`src/rtl/alu_uart_initiator.sv`:
```
// ALU-over-UART host initiator: sends a 6-byte command frame through a uart
// transmit port, then collects the 3-byte response (result lo, result hi, flags).
module alu_uart_initiator #(
    parameter int TIMEOUT_CYCLES = 100000
) (
    input  logic        CLK,
    input  logic        RST,
    input  logic        cmd_valid,
    output logic        cmd_ready,
    input  logic [5:0]  cmd_op,
    input  logic [3:0]  cmd_params,
    input  logic [15:0] cmd_a,
    input  logic [15:0] cmd_b,
    output logic [7:0]  TXbuffer,
    output logic        TXstart,
    input  logic        TXbusy,
    input  logic [7:0]  RXbuffer,
    input  logic        RXready,
    output logic        rsp_valid,
    output logic [15:0] rsp_result,
    output logic        rsp_overflow,
    output logic        rsp_timeout,
    output logic        rsp_stray
);

    // state | meaning
    // IDLE  | waiting for a command, cmd_ready high
    // SEND  | waiting for TXbusy low, then strobe one frame byte
    // GAP   | one-cycle pause so the uart can raise TXbusy
    // RECV  | collecting response bytes, idle timer running
    localparam logic [1:0] IDLE = 2'd0;
    localparam logic [1:0] SEND = 2'd1;
    localparam logic [1:0] GAP  = 2'd2;
    localparam logic [1:0] RECV = 2'd3;

    localparam int TW = (TIMEOUT_CYCLES > 2) ? $clog2(TIMEOUT_CYCLES) : 1;
    localparam logic [TW-1:0] TIMER_LAST = TW'(TIMEOUT_CYCLES - 1);

    logic [1:0]    r_state;
    logic [47:0]   r_frame;
    logic [2:0]    r_idx;
    logic [TW-1:0] r_timer;
    logic [7:0]    r_rx_lo;
    logic [7:0]    r_rx_hi;
    logic [7:0]    r_tx_buffer;
    logic          r_tx_start;
    logic          r_rsp_valid;
    logic [15:0]   r_rsp_result;
    logic          r_rsp_overflow;
    logic          r_rsp_timeout;
    logic          r_rsp_stray;

    logic [7:0]    w_tx_byte;

    always_comb begin
        w_tx_byte = r_frame[7:0];
        case (r_idx)
            3'd1:    w_tx_byte = r_frame[15:8];
            3'd2:    w_tx_byte = r_frame[23:16];
            3'd3:    w_tx_byte = r_frame[31:24];
            3'd4:    w_tx_byte = r_frame[39:32];
            3'd5:    w_tx_byte = r_frame[47:40];
            default: w_tx_byte = r_frame[7:0];
        endcase
    end

    always_ff @(posedge CLK) begin
        if (RST) begin
            r_state        <= IDLE;
            r_frame        <= '0;
            r_idx          <= '0;
            r_timer        <= '0;
            r_rx_lo        <= '0;
            r_rx_hi        <= '0;
            r_tx_buffer    <= '0;
            r_tx_start     <= 1'b0;
            r_rsp_valid    <= 1'b0;
            r_rsp_result   <= '0;
            r_rsp_overflow <= 1'b0;
            r_rsp_timeout  <= 1'b0;
            r_rsp_stray    <= 1'b0;
        end else begin
            r_tx_start  <= 1'b0;
            r_rsp_valid <= 1'b0;
            case (r_state)
                IDLE: begin
                    if (cmd_valid) begin
                        r_frame        <= {cmd_b, cmd_a, 4'b0, cmd_params, 2'b0, cmd_op};
                        r_idx          <= '0;
                        r_rsp_stray    <= 1'b0;
                        r_rsp_timeout  <= 1'b0;
                        r_rsp_overflow <= 1'b0;
                        r_state        <= SEND;
                    end
                end
                SEND: begin
                    if (RXready) r_rsp_stray <= 1'b1;
                    if (!TXbusy) begin
                        r_tx_buffer <= w_tx_byte;
                        r_tx_start  <= 1'b1;
                        r_state     <= GAP;
                    end
                end
                GAP: begin
                    if (RXready) r_rsp_stray <= 1'b1;
                    if (r_idx == 3'd5) begin
                        r_idx   <= '0;
                        r_timer <= '0;
                        r_state <= RECV;
                    end else begin
                        r_idx   <= r_idx + 3'd1;
                        r_state <= SEND;
                    end
                end
                RECV: begin
                    // A byte arriving on the timeout cycle still counts.
                    if (RXready) begin
                        r_timer <= '0;
                        r_idx   <= r_idx + 3'd1;
                        case (r_idx)
                            3'd0: r_rx_lo <= RXbuffer;
                            3'd1: r_rx_hi <= RXbuffer;
                            default: begin
                                r_rsp_valid    <= 1'b1;
                                r_rsp_result   <= {r_rx_hi, r_rx_lo};
                                r_rsp_overflow <= RXbuffer[0];
                                r_rsp_timeout  <= 1'b0;
                                r_idx          <= '0;
                                r_state        <= IDLE;
                            end
                        endcase
                    end else if (r_timer == TIMER_LAST) begin
                        r_rsp_valid    <= 1'b1;
                        r_rsp_timeout  <= 1'b1;
                        r_rsp_result   <= '0;
                        r_rsp_overflow <= 1'b0;
                        r_idx          <= '0;
                        r_state        <= IDLE;
                    end else if (r_timer != {TW{1'b1}}) begin
                        r_timer <= r_timer + 1'b1;
                    end
                end
                default: r_state <= IDLE;
            endcase
        end
    end

    assign cmd_ready    = (r_state == IDLE);
    assign TXbuffer     = r_tx_buffer;
    assign TXstart      = r_tx_start;
    assign rsp_valid    = r_rsp_valid;
    assign rsp_result   = r_rsp_result;
    assign rsp_overflow = r_rsp_overflow;
    assign rsp_timeout  = r_rsp_timeout;
    assign rsp_stray    = r_rsp_stray;

endmodule
```
`config.mk`:
```
export PLATFORM = sky130hd
export DESIGN_NAME = alu_uart_initiator
export DESIGN_NICKNAME = d
export VERILOG_FILES = /design/src/rtl/alu_uart_initiator.sv
export SDC_FILE = /design/constraint.sdc
export NUM_CORES = 1
export LEC_CHECK = 0
export CORE_ASPECT_RATIO = 1.4
export CORE_MARGIN = 2
export CORE_UTILIZATION = 47
export CTS_CLUSTER_SIZE = 12
export DETAILED_ROUTE_END_ITERATION = 8
export GPL_TIMING_DRIVEN = 0
export PLACE_DENSITY = 0.76
export SYNTH_ARGS = -nofsm -noshare
export SYNTH_HDL_FRONTEND = slang
export SYNTH_SLANG_ARGS = --single-unit
export TNS_END_PERCENT = 100
```
`constraint.sdc`:
```
create_clock -name CLK -period 2.5 [get_ports CLK]
set_clock_uncertainty 0.05 [all_clocks]
set_input_delay 0.5 -clock CLK [delete_from_list [all_inputs] [get_ports CLK]]
set_output_delay 0.5 -clock CLK [all_outputs]
set_load 0.02 [all_outputs]
```
Word-level counts from Yosys, hierarchy flattened
Cells that the tools add are included.
- $add $sub $neg: 2
- multiplexer cells: 37
- equality and inequality tests: 19
- bitwise gates (word level): 3
- reductions and logical operators: 21
- operators by type and width (kind ; number):
    two-way mux 17 bit ; 4
    two-way mux 16 bit ; 3
    one-hot mux 8 bit (5 select lines) ; 1
    one-hot mux 17 bit (2 select lines) ; 1
    adder 17 x 1 -> 17 bit, second input constant ; 1
    equality test 17 bit, second input constant ; 1
    != test 17 bit, second input constant ; 1
    two-way mux 3 bit ; 5
    AND reduction 3 bit ; 5
    two-way mux 1 bit ; 12
    two-way mux 2 bit ; 6
    != test 3 bit, second input constant ; 4
    AND reduction 4 bit ; 3
    one-hot mux 3 bit (3 select lines) ; 1
    != test 2 bit, second input constant ; 4
    one-hot mux 2 bit (4 select lines) ; 1
    nonzero test 2 bit ; 4
    OR reduction 2 bit ; 4
    equality test 3 x 2 -> 1 bit, second input constant ; 2
    equality test 3 bit, second input constant ; 2
    one-hot mux 1 bit (2 select lines) ; 3
    equality test 2 bit, second input constant ; 2
    AND reduction 2 bit ; 2
    adder 3 x 1 -> 3 bit, second input constant ; 1
    7 further kinds ; 9
- input bits: 55
- output and inout bits: 30
- register bits after elaboration: 109

Depth between registers and ports, before layout
Gate-level depths: netlist of the first run.
- depth in word-level cells: 5
- depth in mapped cells: 10

Worst setup path after synthesis of the first run
Ideal clock, no wire load.
- path kind: register to register
- from: register r_timer[0]
- to: register r_timer[14]
- path buffers: 1
- slack: -29 ps
- arrival time: 2388 ps
- stages on the path, launching flop included: 11
- cell sequence: dfxtp_1 -> ha_1 -> and4_1 -> nand3_1 -> nor3_1 -> ha_1 -> or3_1 -> a21oi_1 -> clkbuf_1 -> a41oi_1 -> a311oi_1
- longest elaborated chain between the ends: 5
- elaborated cells between the ends (all ways): 10
- classes of those cells: add/sub (1); eq/ne (4); mux (4); reduce/logical (1)
- ends and longest elaborated chain (item ; RTL line ; source):
    start: declaration ; 42 ; logic [TW-1:0] r_timer;
    start signal: assignment ; 140 ; r_timer <= r_timer + 1'b1;
    adder 17 x 1 -> 17 bit ; 140 ;
    two-way mux 17 bit ; 139 ; end else if (r_timer != {TW{1'b1}}) begin
    two-way mux 17 bit ; 132 ; end else if (r_timer == TIMER_LAST) begin
    two-way mux 17 bit ; 117 ; if (RXready) begin
    one-hot mux 17 bit (2 select lines) ; 85 ; case (r_state)
Several ways; a longest one is shown, not always the timed one. The select of a mux whose other input is x is not followed.
A chain may end at the register's enable or synchronous reset.

Worst setup path after layout of the first run
- from: register r_timer[1]
- to: register r_timer[7]
Same word-level chain as after synthesis.

==> metrics, run 1 <==
syn_area_per_cell 8.27 um2; via count of the first global-routing pass 4200; Hold Crit Start r_rx_lo[0]; Row Count 42; EDFF count, synth 0; Most used DFF post-synth dfxtp_1; Cell Pwr Density ~790 nW/um2; Reg-to-Reg Start r_timer[1]; Initial Utilization 48.5%; post-DR wirelength/cell 16.6 um; grt total ovfl 0; Post-DP Area 5560 um2; largest net degree at the start of global routing 18; hold depth 2; CTS buffer count 9; Worst EP arrival 2.61 ns; Chip Width a little under 90 um; Hold Slack 0.405 ns; Post-Route WL roughly 13000 um; first-pass GRT wire length 19700 um; vias per cell slightly below 6; Root Driver clkbuf_16; # DRC 0; RR Endpoint r_timer[7]; Antenna Cells 0; DRT iter0 DRCs ~340; layout cells sized above 1 7.02%; drt pass-1 iters 5; Cells after Synth around 560; antenna violations before repair 0; PortBufs just over 80; Final Instance Count excl. Fillers 765; CP required ~2.7 ns; Tcrit/Tclk final 95.9%; Final #Nets 717; R2R setup slack 0.10 ns; Final Hold Fails 0; I/O pin count 85; Max H-tree Level 3; clk_lat worst skew 0.35 ns; VDD IR max 0.510 mV; leakage power 2.06 nW; GR Util All Layers 23.9%; Async S/R FF share, synth 0%; crit path max fanout 10; Die Footprint approximately 11000 um2; CP Launch Type flop; routed vias ~4500; critical path type flop to flop; CTS Hold Bufs 0; HP Class flop to flop; Setup Viol. Count Final 0; Seq cells post-synth about 110; final instance area between 5000 and 6000 um2; most frequent cells in the layout nand2_1, dfxtp_1, a21oi_1; Antenna Nets Post-Route 0; CORE AREA 9460 um2; # placed instances 748; Final GP Congestion around 0.89; unrepaired setup endpoints after global routing false; clk buf depth 2; Worst-Margin Slew 0.579 ns; Yosys warning count 0; most common cell after layout, fill and taps aside nand2_1; fin. max-slew vios 0; CTS tree built; register area share after synthesis 47.5%; post-synthesis cell area around 4600 um2; DP HPWL 9180 um; Clock Sinks ~110; post-layout util a little over three fifths; max-cap check violation count 0; Area growth, synth to finish 29.9%; Tmin final around 2.4 ns; Synth cell types 53; status finished, final reports clean; die height about 120 um; Setup crit end r_timer[7]; Critical path origin r_timer[1]; Worst Setup End Kind flop; Peak Freq 417 MHz; Worst-path clk slew roughly 0.070 ns; Syn Nets slightly above 600; Slew HR 61.1%; reg2reg path depth 10
-- how the worst min path moves through the flow --
stage | to
finish | r_rx_lo[0]
CTS | TXbuffer[0]
floorplan | TXbuffer[0]
detailed placement | TXbuffer[0]
global placement | TXbuffer[1]
global route | r_frame[32]
-- critical path, stage by stage, from the launching register on --
cell and delay (ns):
dfxtp_1 0.46, ha_4 0.21, and4_4 0.26, nand3_2 0.12, nor3_2 0.17, ha_2 0.24, nand2_1 0.07, nand2_1 0.13
clkbuf_8 0.19, nor2_1 0.13, a311oi_1 0.29
-- power breakdown --
part	switching [mW]	total [mW]	leakage, nW	internal, mW
combinational	0.699	1.14	1.02	0.442
clock	0.641	1.52	0.154	0.880
sequential	0.115	2.03	0.888	1.92
-- cell usage after synthesis, drive strengths merged (3+ instances only) --
master	count	area, um2
a311oi	6	52.6
buf	8	46.3
a31oi	7	43.8
nand3	7	35.0
inv	6	22.5
or3	3	20.0
a21oi	86	434
and3	7	45.1
o31ai	3	22.5
a211oi	4	30.0
nand4	5	31.3
nand2b	4	25.0
ha	11	138
nor3	19	100
nand2	134	503
a221oi	6	52.6
dfxtp	109	2180
and2	8	50.1
nor2b	3	18.8
clkbuf	30	113
o21ai	24	120
and4	3	27.5
nor2	16	60.1
a22o	16	140
a22oi	5	37.5
-- cell families (layout without fill, tap and decap cells) --
logic type,count (synthesis),count (layout),synth area share [%]
and+or+nand+nor,215,215,21.4
AOI/OAI and AO/OA,175,175,23.8
DFF,109,109,47.5
buffers and inverters,44,144,3.95
adders and majority gates,11,11,3.00
muxes,1,1,0.245
-- cell type report --
cell class,count,area (um2)
Fill cell,850,3500
Multi-Input combinational cell,402,2270
Sequential cell,109,2190
Timing Repair Buffer,85,846
Clock buffer,10,229
Buffer,38,179
Tap cell,110,138
Clock inverter,5,85.1
Inverter,6,22.5
-- metal layers --
layer | vias up | GRT usage, % | share of wire, %
li1 | 2172 | - | -
met1 | 2094 | 26.5 | 39
met2 | 185 | 42.9 | 53
met3 | 40 | 3.88 | 4.7
met4 | 0 | 12.2 | 3.6
met5 | - | 0 | 0
-- state kept, by name (all words and copies together), names as in the netlist --
| register | cells |
|---|---|
| TXstart | 1 |
| r_state | 2 |
| rsp_result | 16 |
| r_frame | 42 |
| rsp_overflow | 1 |
| rsp_stray | 1 |
| r_idx | 3 |
| r_timer | 17 |
| TXbuffer | 8 |
| rsp_timeout | 1 |
| r_rx_hi | 8 |
| rsp_valid | 1 |
| r_rx_lo | 8 |
-- metrics by stage --
stage | setup slack [ns] | power, mW | TNS (ns)
after floorplan | 0.0727 | 2.74 | 0
after global placement | -0.399 | 3.15 | -5.37
after detailed placement | -0.429 | 3.18 | -6.01
after CTS | 0.00237 | 4.71 | 0
after global routing | 0.00102 | 4.89 | 0
final | 0.102 | 4.69 | 0
-- repair_timing --
action,in CTS,in global routing
setup endpoints to repair,21,19
pin swaps,1,5
resized for setup,17,5
setup buffers,2,0
cloned,0,0
Power figures use the tool's default switching activity.
==> inputs of run 2 (changes only) <==
--- a/config.mk
+++ b/config.mk
@@ -7,11 +7,10 @@
 export LEC_CHECK = 0
 export CORE_ASPECT_RATIO = 1.4
 export CORE_MARGIN = 2
-export CORE_UTILIZATION = 47
+export CORE_UTILIZATION = 25
 export CTS_CLUSTER_SIZE = 12
 export DETAILED_ROUTE_END_ITERATION = 8
 export GPL_TIMING_DRIVEN = 0
-export PLACE_DENSITY = 0.76
 export SYNTH_ARGS = -nofsm -noshare
 export SYNTH_HDL_FRONTEND = slang
 export SYNTH_SLANG_ARGS = --single-unit
==> run 2 against run 1 <==
Effect of this change:
- maximum frequency grew 0.47%
- critical path depth shrank 7
- global-route usage shrank 9.7 points
- sequential power is essentially flat
- register-to-register slack gained 0.04 ns
- hold slack lost 0.0027 ns
- non-clock buffer count grew 4
- flip-flop and latch count is the same
- critical path type is now flop to output pin
- highest routed layer unchanged
- sequential share of layout area shrank 1.1 points
- critical endpoint is now cmd_ready
- total power shrank 1.1%
==> metrics, run 2 (synthesis gave the netlist of run 1 again) <==
global routing usage on met1 16.9%; Worst EP arrival 1.84 ns; Die Footprint 19500 um2; layout cells sized above 1 8.18%; most frequent cells in the layout nand2_1, dfxtp_1, a21oi_1; Peak Freq 419 MHz; Tcrit/Tclk final 95.5%; Area growth, synth to finish 33.9%; CP Launch Type flop; # DRC 0; CTS tree built; Chip Width 119 um; Antenna Cells 0; Setup Viol. Count Final 0; most common cell after layout, fill and taps aside nand2_1; CORE AREA 18000 um2; met3 GRT Util 2.36%; leakage power 2.08 nW; CTS buffer count 9; Slew HR 53.5%; critical path type flop to output pin; via count of the first global-routing pass between 4000 and 5000; Biggest register r_frame; busiest layer in global routing met2; reg2reg path depth 8; drt pass-1 iters 5; clk_lat worst skew 0.35 ns; Tot Pwr 4.64 mW; Worst-Margin Slew roughly 0.70 ns; Row Count 58; max-cap check violation count 0; R2R setup slack 0.14 ns; clk buf depth 2; GR Util met2 25.6%; HP Class flop to flop; largest net degree at the start of global routing 21; Tmin final approximately 2.4 ns; PortBufs 83; Critical path origin r_state[0]; Post-Route WL about 14000 um; post-layout util 34.2%; I/O pin count 85; Worst Setup End Kind output pin; crit path max fanout 7; die height 164 um; final instance area 6150 um2; Root Driver clkbuf_16; Max H-tree Level 3; unrepaired setup endpoints after global routing true; Cell Pwr Density 755 nW/um2; RR Endpoint rsp_result[7]; Initial Utilization 25.5%; status finished, final reports clean; Final Hold Fails 0; vias per cell 4.78; antenna violations before repair 0; Clock Sinks about 110; max reg flops 42; grt total ovfl 0; routed vias 4306; Worst-path clk slew approximately 0.080 ns; Final GP Congestion 0.889; Post-DP Area 5720 um2; first-pass GRT wire length 21600 um; DRT iter0 DRCs 195; Final #Nets 721; Setup crit end cmd_ready; VDD IR max 0.335 mV; GR Util All Layers around 14%; CP required 1.95 ns; Antenna Nets Post-Route 0; post-DR wirelength/cell 15.4 um; fin. max-slew vios 0; Reg-to-Reg Start r_timer[0]; DP HPWL 10200 um
==> run 2: metrics by stage <==
step / setup WS (ns) / instances / hold WS, ns / TNS [ns]
after floorplan: 0.0727 / 555 / 0.380 / 0
after global placement: -0.496 / 878 / 0.390 / -9.26
after detailed placement: -0.512 / 878 / 0.393 / -9.54
after CTS: 0.0261 / 896 / 0.403 / 0
after global routing: -0.0105 / 900 / 0.422 / -0.0146
final: 0.113 / 900 / 0.402 / 0
==> run 2: how the worst min path moves through the flow <==
stage / startpoint / depth (start not counted) / end / slack (ns)
6_report: r_frame[39] / 2 / r_frame[39] / 0.40
5_1_grt: r_frame[39] / 2 / r_frame[39] / 0.42
4_1_cts: r_frame[39] / 2 / r_frame[39] / 0.40
3_5_place_dp: r_frame[39] / 2 / r_frame[39] / 0.39
3_3_place_gp: r_frame[46] / 2 / r_frame[46] / 0.39
2_1_floorplan: r_frame[32] / 2 / TXbuffer[0] / 0.38
==> run 2: repair_timing <==
action | in CTS | in global routing
endpoints found under the hold margin | 0 | 0
hold buffers | 0 | 0
buffers inserted | 2 | 4
endpoints found under the setup margin | 23 | 31
pin swaps | 2 | 4
resized for setup | 18 | 8
cloned | 0 | 0
==> run 2: layer usage <==
metal | part of all wire (%) | vias to the layer above | routed length (um)
met1 | 43 | 1997 | 5920
met5 | 0 | - | 0
met2 | 51 | 112 | 7100
li1 | - | 2179 | -
met4 | 1.9 | 0 | 269
met3 | 4.0 | 18 | 552
==> run 2: critical path, stage by stage, from the launching register on <==
cell and delay [ns]:
dfxtp_1 0.35, inv_1 0.11, ha_1 0.36, clkdlybuf4s50_1 0.67
==> run 2: layout make-up <==
class                   instances  area [um2]
fillers                      2006       11900
flip-flops and latches        109        2190
inverters                       6        22.5
plain buffers                  38         174
well taps                     240         300
repair buffers                 89         876
clock buffers                  10         239
clock inverters                 6        62.6
multi-input cells             402        2280
==> run 2: power by group <==
part | internal, mW | switching, mW | leakage [nW]
logic | 0.442 | 0.723 | 1.04
clock network | 0.733 | 0.718 | 0.149
registers | 1.92 | 0.109 | 0.889
